**config.mk**
```make
export PLATFORM = sky130hd
export DESIGN_NAME = wb_master_arbiter
export DESIGN_NICKNAME = d
export VERILOG_FILES = /design/src/rtl/wb_arb_pkg.sv /design/src/rtl/wb_rr_arbiter.sv /design/src/rtl/wb_master_arbiter.sv
export SDC_FILE = /design/constraint.sdc
export NUM_CORES = 1
export LEC_CHECK = 0
export CORE_AREA = 2 2 101 103
export DETAILED_ROUTE_END_ITERATION = 16
export DIE_AREA = 0 0 103 105
export GPL_ROUTABILITY_DRIVEN = 1
export MAX_ROUTING_LAYER = met4
export PLACE_DENSITY = 0.82
export SLEW_MARGIN = 20
export SYNTH_ARGS = -nofsm -noshare
export SYNTH_HDL_FRONTEND = slang
export SYNTH_SLANG_ARGS = --single-unit
```
**constraint.sdc**
```tcl
create_clock -name clk -period 6.4 [get_ports clk]
set_input_delay 1.28 -clock clk [delete_from_list [all_inputs] [get_ports clk]]
set_output_delay 1.28 -clock clk [all_outputs]
set_load 0.05 [all_outputs]
```
**src/rtl/wb_arb_pkg.sv**
```systemverilog
// Shared definitions for the two-master Wishbone arbiter: FSM encoding,
// owner indices and the watchdog counter width.
package wb_arb_pkg;

    typedef enum logic [1:0] {
        ST_IDLE  = 2'd0,
        ST_OWN0  = 2'd1,
        ST_OWN1  = 2'd2,
        ST_ABORT = 2'd3
    } arb_state_t;

    localparam int OWNER_M0   = 0;
    localparam int OWNER_M1   = 1;
    localparam int WDOG_WIDTH = 16;

endpackage

```
**src/rtl/wb_rr_arbiter.sv**
```systemverilog
// Two-way request arbiter: fixed priority to m0, or round-robin against the
// last master that was granted.
module wb_rr_arbiter
    import wb_arb_pkg::*;
#(
    parameter bit FIXED_PRIORITY = 1'b0
) (
    input  logic       clk,
    input  logic       rst,
    input  logic [1:0] req,
    input  logic       update,
    output logic [1:0] gnt
);

    logic last_m1;

    // The pointer advances when a grant is taken; it is only consulted in IDLE.
    always_ff @(posedge clk or posedge rst) begin
        if (rst) begin
            last_m1 <= 1'b0;
        end else if (update && (gnt != 2'b00)) begin
            last_m1 <= gnt[OWNER_M1];
        end
    end

    always_comb begin
        gnt = req;
        if (req == 2'b11) begin
            if (FIXED_PRIORITY || last_m1) begin
                gnt = 2'b01;
            end else begin
                gnt = 2'b10;
            end
        end
    end

endmodule

```
**src/rtl/wb_master_arbiter.sv**
```systemverilog
// Two-master, one-slave Wishbone arbiter with whole-cycle grant holding and
// a watchdog that aborts a stalled slave and returns an error to the owner.
module wb_master_arbiter
    import wb_arb_pkg::*;
#(
    parameter int DATA_WIDTH     = 32,
    parameter int ADDR_WIDTH     = 16,
    parameter int TIMEOUT_CYCLES = 1024,
    parameter int FIXED_PRIORITY = 0
) (
    input  logic                  clk,
    input  logic                  rst,
    input  logic                  m0_cyc_i,
    input  logic                  m0_stb_i,
    input  logic                  m0_we_i,
    input  logic [ADDR_WIDTH-1:0] m0_adr_i,
    input  logic [DATA_WIDTH-1:0] m0_dat_i,
    output logic [DATA_WIDTH-1:0] m0_dat_o,
    output logic                  m0_ack_o,
    output logic                  m0_err_o,
    input  logic                  m1_cyc_i,
    input  logic                  m1_stb_i,
    input  logic                  m1_we_i,
    input  logic [ADDR_WIDTH-1:0] m1_adr_i,
    input  logic [DATA_WIDTH-1:0] m1_dat_i,
    output logic [DATA_WIDTH-1:0] m1_dat_o,
    output logic                  m1_ack_o,
    output logic                  m1_err_o,
    output logic                  s_cyc_o,
    output logic                  s_stb_o,
    output logic                  s_we_o,
    output logic [ADDR_WIDTH-1:0] s_adr_o,
    output logic [DATA_WIDTH-1:0] s_dat_o,
    input  logic [DATA_WIDTH-1:0] s_dat_i,
    input  logic                  s_ack_i,
    output logic [1:0]            gnt_o,
    output logic                  timeout_o
);

    localparam logic [WDOG_WIDTH-1:0] WDOG_LIMIT = WDOG_WIDTH'(TIMEOUT_CYCLES - 1);

    arb_state_t            state;
    arb_state_t            state_next;
    logic                  owner_m1;
    logic [WDOG_WIDTH-1:0] wdog;
    logic [1:0]            req;
    logic [1:0]            arb_gnt;
    logic                  owned;
    logic                  sel_m1;
    logic                  fire;
    logic                  own_cyc;
    logic                  own_stb;
    logic                  own_we;
    logic [ADDR_WIDTH-1:0] own_adr;
    logic [DATA_WIDTH-1:0] own_dat;

    assign req    = {m1_cyc_i & m1_stb_i, m0_cyc_i & m0_stb_i};
    assign owned  = (state == ST_OWN0) || (state == ST_OWN1);
    assign sel_m1 = (state == ST_OWN1) || ((state == ST_ABORT) && owner_m1);

    assign own_cyc = sel_m1 ? m1_cyc_i : m0_cyc_i;
    assign own_stb = sel_m1 ? m1_stb_i : m0_stb_i;
    assign own_we  = sel_m1 ? m1_we_i  : m0_we_i;
    assign own_adr = sel_m1 ? m1_adr_i : m0_adr_i;
    assign own_dat = sel_m1 ? m1_dat_i : m0_dat_i;

    // An ack arriving on the limit cycle wins over the timeout.
    assign fire = owned && own_stb && !s_ack_i && (wdog == WDOG_LIMIT);

    wb_rr_arbiter #(
        .FIXED_PRIORITY (FIXED_PRIORITY != 0)
    ) u_arb (
        .clk    (clk),
        .rst    (rst),
        .req    (req),
        .update ((state == ST_IDLE) && (req != 2'b00)),
        .gnt    (arb_gnt)
    );

    always_ff @(posedge clk or posedge rst) begin
        if (rst) begin
            state    <= ST_IDLE;
            owner_m1 <= 1'b0;
            wdog     <= '0;
        end else begin
            state <= state_next;
            if ((state == ST_IDLE) && (state_next != ST_IDLE)) begin
                owner_m1 <= (state_next == ST_OWN1);
            end
            if (owned && (state_next == state) && own_stb && !s_ack_i) begin
                wdog <= wdog + 1'b1;
            end else begin
                wdog <= '0;
            end
        end
    end

    always_comb begin
        state_next = state;
        gnt_o      = 2'b00;
        timeout_o  = 1'b0;
        s_cyc_o    = 1'b0;
        s_stb_o    = 1'b0;
        s_we_o     = 1'b0;
        s_adr_o    = '0;
        s_dat_o    = '0;
        m0_dat_o   = '0;
        m0_ack_o   = 1'b0;
        m0_err_o   = 1'b0;
        m1_dat_o   = '0;
        m1_ack_o   = 1'b0;
        m1_err_o   = 1'b0;

        case (state)
            ST_IDLE: begin
                if (arb_gnt[OWNER_M0]) begin
                    state_next = ST_OWN0;
                end else if (arb_gnt[OWNER_M1]) begin
                    state_next = ST_OWN1;
                end
            end
            ST_OWN0, ST_OWN1: begin
                gnt_o[OWNER_M0] = !sel_m1;
                gnt_o[OWNER_M1] = sel_m1;
                s_cyc_o = own_cyc;
                s_stb_o = own_stb;
                s_we_o  = own_we;
                s_adr_o = own_adr;
                s_dat_o = own_dat;
                if (sel_m1) begin
                    m1_dat_o = s_dat_i;
                end else begin
                    m0_dat_o = s_dat_i;
                end
                if (fire) begin
                    state_next = ST_ABORT;
                    timeout_o  = 1'b1;
                    if (sel_m1) begin
                        m1_err_o = 1'b1;
                    end else begin
                        m0_err_o = 1'b1;
                    end
                end else begin
                    if (sel_m1) begin
                        m1_ack_o = s_ack_i & own_stb;
                    end else begin
                        m0_ack_o = s_ack_i & own_stb;
                    end
                    if (!own_cyc) begin
                        state_next = ST_IDLE;
                    end
                end
            end
            ST_ABORT: begin
                // Bus stays released until the aborted owner ends its cycle.
                gnt_o[OWNER_M0] = !sel_m1;
                gnt_o[OWNER_M1] = sel_m1;
                if (!own_cyc) begin
                    state_next = ST_IDLE;
                end
            end
            default: state_next = ST_IDLE;
        endcase
    end

endmodule

```
Word-level counts from Yosys, hierarchy flattened
Cells that the tools add are included.
{"block": "totals", "register_bits": 20, "latchBits": 0, "ramBits": 0, "romBits": 0, "in_bits": 137, "output_inout_bits": 122, "word_cells": 72, "memories": 0}
{"block": "op_classes", "add_sub_neg": 1, "n_mul": 0, "div_mod_pow": 0, "magnitude_cmp": 0, "n_eq_ne": 7, "shifts": 0, "n_mux": 37, "bitwise_logic": 3, "n_reduce_logical": 20}
{"op": "$mux 32", "count": 6}
{"op": "$mux 16", "count": 3}
{"op": "$mux 1", "count": 20}
{"op": "$add 16x1->16 const B", "count": 1}
{"op": "$eq 16x10->1 const B", "count": 1}
{"op": "$mux 2", "count": 7}
{"op": "$logic_and 1x1->1", "count": 10}
{"op": "$eq 2x2->1 const B", "count": 4}
{"op": "$pmux 2 s3", "count": 1}
{"op": "$reduce_bool 2->1", "count": 3}
{"op": "$and 1x1->1", "count": 3}
{"op": "$reduce_or 3->1", "count": 1}
{"op": "$eq 2x1->1 const B", "count": 1}
{"op": "$eq 2x2->1", "count": 1}
{"op": "$logic_not 1->1", "count": 2}
{"op": "$logic_not 2->1", "count": 1}
{"op": "$logic_or 1x1->1", "count": 2}
{"op": "$reduce_or 2->1", "count": 1}

Depth between registers and ports, before layout
{"block": "depth", "word_depth": 14, "ltp_mapped": 9, "mapped_depth_nobuf": 8}

Modules after synthesis
Synthesis repeated with hierarchy kept, for this count alone.
{"block": "hier_totals", "hier_cells": 379, "area_unflattened_um2": 2522.4}
{"mod": "wb_master_arbiter", "instances": 1, "cells_per_inst": 372, "area_per_inst_um2": 2463.6, "seq_area_each_um2": 475.5}
{"mod": "wb_rr_arbiter", "instances": 1, "cells_per_inst": 7, "area_per_inst_um2": 58.8, "seq_area_each_um2": 25.0}

Worst setup path after synthesis
No wires, ideal clock.
{"block": "synth_timing", "path_type": "register to output", "start": "register state[0]", "end": "output s_adr_o[0]", "arrival_time_ns": 2.709, "t_required_ns": 5.120, "slack_ns": 2.411, "stages_incl_launch_ff": 8, "path_buffers": 2, "path_cell_list": "dfrtp_1 -> inv_1 -> ha_1 -> a21oi_4 -> clkbuf_1 -> clkbuf_1 -> nand2_1 -> a21boi_0"}
{"block": "synth_between", "elab_chain_cells": 5, "elab_cells_between_ends": 8}
{"element": "from (decl)", "line_no": "wb_master_arbiter.sv:42", "rtl": "arb_state_t state;"}
{"element": "from (signal assigned)", "line_no": "wb_master_arbiter.sv:86", "rtl": "state <= state_next;"}
{"element": "$eq 2x2->1", "line_no": "wb_master_arbiter.sv:59", "rtl": "assign sel_m1 = (state == ST_OWN1) || ((state == ST_ABORT) && owner_m1);"}
{"element": "$logic_and 1x1->1", "line_no": "wb_master_arbiter.sv:59"}
{"element": "$logic_or 1x1->1", "line_no": "wb_master_arbiter.sv:59"}
{"element": "$mux 16", "line_no": "wb_master_arbiter.sv:64", "rtl": "assign own_adr = sel_m1 ? m1_adr_i : m0_adr_i;"}
{"element": "$mux 16 *", "line_no": "wb_master_arbiter.sv:114", "rtl": "case (state)"}
{"element": "to (decl)", "line_no": "wb_master_arbiter.sv:32", "rtl": "output logic [ADDR_WIDTH-1:0] s_adr_o,"}
Every way passes the cells marked *; elsewhere a longest branch is shown, timed or not.

Worst setup path in the final report
{"block": "layout_timing", "start": "register state[0]", "end": "output s_dat_o[25]"}
{"block": "layout_between", "elab_chain_cells": 5, "elab_cells_between_ends": 8}
{"element": "$eq 2x2->1", "line_no": "wb_master_arbiter.sv:59"}
{"element": "$logic_and 1x1->1", "line_no": "wb_master_arbiter.sv:59"}
{"element": "$logic_or 1x1->1", "line_no": "wb_master_arbiter.sv:59"}
{"element": "$mux 32", "line_no": "wb_master_arbiter.sv:65", "rtl": "assign own_dat = sel_m1 ? m1_dat_i : m0_dat_i;"}
{"element": "$mux 32 *", "line_no": "wb_master_arbiter.sv:114"}
{"element": "to (decl)", "line_no": "wb_master_arbiter.sv:33", "rtl": "output logic [DATA_WIDTH-1:0] s_dat_o,"}
Marked as above.

==> results.py <==
metrics = {
    "yosys": {
        "avgSynthCellArea_sq_um": 6.80,
        "syn-num-nets": 519,
        "synth_cells": 378,
        "syn-cell-area_sq_um": 2570,
        "yosys_register_bits": 20,
        "yosysSeqAreaShare_pct": 19.5,
        "synthFlopType": "dfrtp_1",
        "synth_top_cell_area_share_pct": 19.5,
        "yosysWarnings": 0,
        "synthArstFlopShare_pct": 100,
        "yosysUniqueCellTypes": 39,
        "synth_edf_count": 0,
        "yosysTopAreaCell": "dfrtp_1",
        "synthTopCellsByArea": "dfrtp_1, and3_1, nand2_1, a21boi_0, clkbuf_1",
    },
    "sta": {
        "hold_ws_ps": 538,
        "rsz0062_at_grt": "false",
        "period_share_pct": 75.1,
        "tightest_slew_ps": 881,
        "max_freq_ghz": 0.208,
        "period_minus_slack_ps": 4810,
        "slew_headroom_pct": 41.2,
        "setup_viol": 0,
        "timing_hold_violations_final": 0,
        "maxSlewViolCount": 0,
        "fin_tns_setup_ps": 0,
        "finClkSkew_ps": 2.96,
    },
    "grt": {
        "grt_max_degree": 70,
        "track_usage_pct": 20.8,
        "antenna_found_initial": 0,
        "grt_overflow": 0,
        "grt_pass1_wl_um": 17300,
        "grt_pass1_vias": 3449,
    },
    "drt": {
        "viasPerCell": 4.80,
        "ant_nets": 0,
        "dr.first_iter.drc_count": 164,
        "drc": 0,
        "vias": 3566,
        "drt_wl_total_um": 11900,
        "first_pass_iters": 5,
        "wl_per_cell_um": 16.0,
    },
    "layout": {
        "area_growth_pct": 105,
        "final_nets": 752,
        "fin_area_sq_um": 5260,
        "diodes": 0,
        "layout-drive-gt1-share_pct": 4.59,
    },
    "setup_path": {
        "worstPathRequired_ps": 5120,
        "end_kind": "output port",
        "cp-start-kind": "register",
        "critPathMaxFanout": 69,
        "r2r_cells": 8,
        "rrSetupSlack_ps": 3120,
        "arrival_ps": 3530,
        "cp_slowest_stage_delay_ps": 910,
        "worst_path_max_delay_cell": "clkdlybuf4s50_1",
        "r2r-end": "wdog[9]",
        "path_cells": "inv_1, ha_2, buf_4, a21boi_0, clkdlybuf4s50_1",
        "timing.rr.start": "state[0]",
        "crit_type": "register to output port",
    },
    "floorplanning": {
        "num_io_pins": 259,
        "die-height_um": 105,
        "rows": 36,
        "dieArea_sq_um": 10800,
        "core_sq_um": 9640,
        "die-width_um": 103,
        "initial_core_util_pct": 26.7,
    },
    "placed_design": {
        "hpwl_um": 9710,
        "gp_congestion": 0.965,
        "dpl_cell_area_sq_um": 5200,
        "numPortBuffers": 258,
    },
    "clock_tree": {
        "post-cts-setup-buffer-count": 0,
        "htreeDepth": 1,
        "postCtsHoldBufs": 0,
        "clock_latency_ps": 260,
        "cts.sinks": 20,
        "path_clk_slew_ps": 80,
        "clockBufferDepth": 2,
        "clock-root-buffer": "clkbuf_8",
        "numCtsBuffers": 3,
        "cts_tree": "built",
        "ctsResizeCount": 0,
    },
    "hold_path": {
        "hold_depth": 1,
        "hp-class": "register to register",
        "hold_end": "wdog[0]",
        "min_from": "wdog[0]",
    },
    "outcome": {
        "status": "finished, final reports clean",
    },
    "run": {
        "maxCapViolCount": 0,
    },
}
-- cell usage in the layout (no fill, tap or decap), drive strengths merged, types with 3 or more instances in the layout --
cell | Yosys | final
clkdlybuf4s50 | 0 | 258
nand2 | 110 | 110
and3 | 70 | 70
a21boi | 51 | 51
dfrtp | 20 | 20
nor3 | 17 | 17
nor2 | 11 | 11
xnor2 | 8 | 8
nand3 | 8 | 8
a21oi | 8 | 8
inv | 6 | 6
xor2 | 6 | 6
clkbuf | 31 | 4
buf | 3 | 4
ha | 4 | 4
o21ai | 3 | 3
-- logic make-up after synthesis --
kind of cell | synth area share [%]
and+or+nand+nor | 46.0
AOI/OAI and AO/OA | 20.2
buffers and inverters | 6.77
DFF | 19.5
xor gates and xnor gates | 4.77
adders and majority gates | 1.95
muxes | 0.925
-- state kept, by name, indices dropped and copies added (netlist names) --
| name | count |
|---|---|
| owner_m1 | 1 |
| state | 2 |
| u_arb.last_m1 | 1 |
| wdog | 16 |
-- Yosys cell counts (all sizes together) (2+ instances only) --
library cell	n
mux2i	2
nand4	2
dfrtp	20
nor3b	2
o21ai	3
and3	70
nor3	17
o21a	2
xnor2	8
nor2	11
clkbuf	31
nand3b	2
nand3	8
a21oi	8
buf	3
xor2	6
ha	4
a21boi	51
inv	6
nand2	110
and4	2
-- how the worst max path moves through the flow --
stage / to / slack, ps / cells past startpoint / start
detailed placement: m1_err_o / 1650 / 7 / m0_stb_i
finish: s_dat_o[25] / 1590 / 5 / state[0]
floorplan: s_adr_o[0] / 2410 / 7 / state[0]
global placement: m1_err_o / 1670 / 7 / m0_stb_i
CTS: s_dat_o[29] / 1610 / 5 / state[0]
global route: s_dat_o[26] / 1390 / 5 / state[0]
-- cell type report --
cell class,instances,area [sq um]
Clock buffer,4,55.1
Fill cell,922,4380
Inverter,6,22.5
Multi-Input combinational cell,318,1900
Sequential cell,20,500
Tap cell,133,166
Timing Repair Buffer,262,2610
-- through the flow --
step                      worst slack (ps)  cells  util (%)
after floorplan                       2410    378         -
after global placement                1670    739      54.0
after detailed placement              1650    739      54.0
after CTS                             1610    743      54.5
after global routing                  1390    743      54.5
final                                 1590    743      54.5
-- worst max-delay path: cells and delay by family (launching register included) --
kind	cells	cell delay, ps
buf+inv	3	1590
compound gates	1	280
fa+ha+maj	1	890
flops	1	460
-- layer usage --
layer  track usage (%)  share of wire (%)  vias up
met5                 -                  0        -
met4              5.64                2.2        0
met3              2.47                5.9       17
met2              39.2                 55      156
met1              22.4                 37     1644
li1                  -                  -     1749
Power is not shown: default switching activity piles up to over one toggle a cycle in this logic, so the estimate is an artifact.
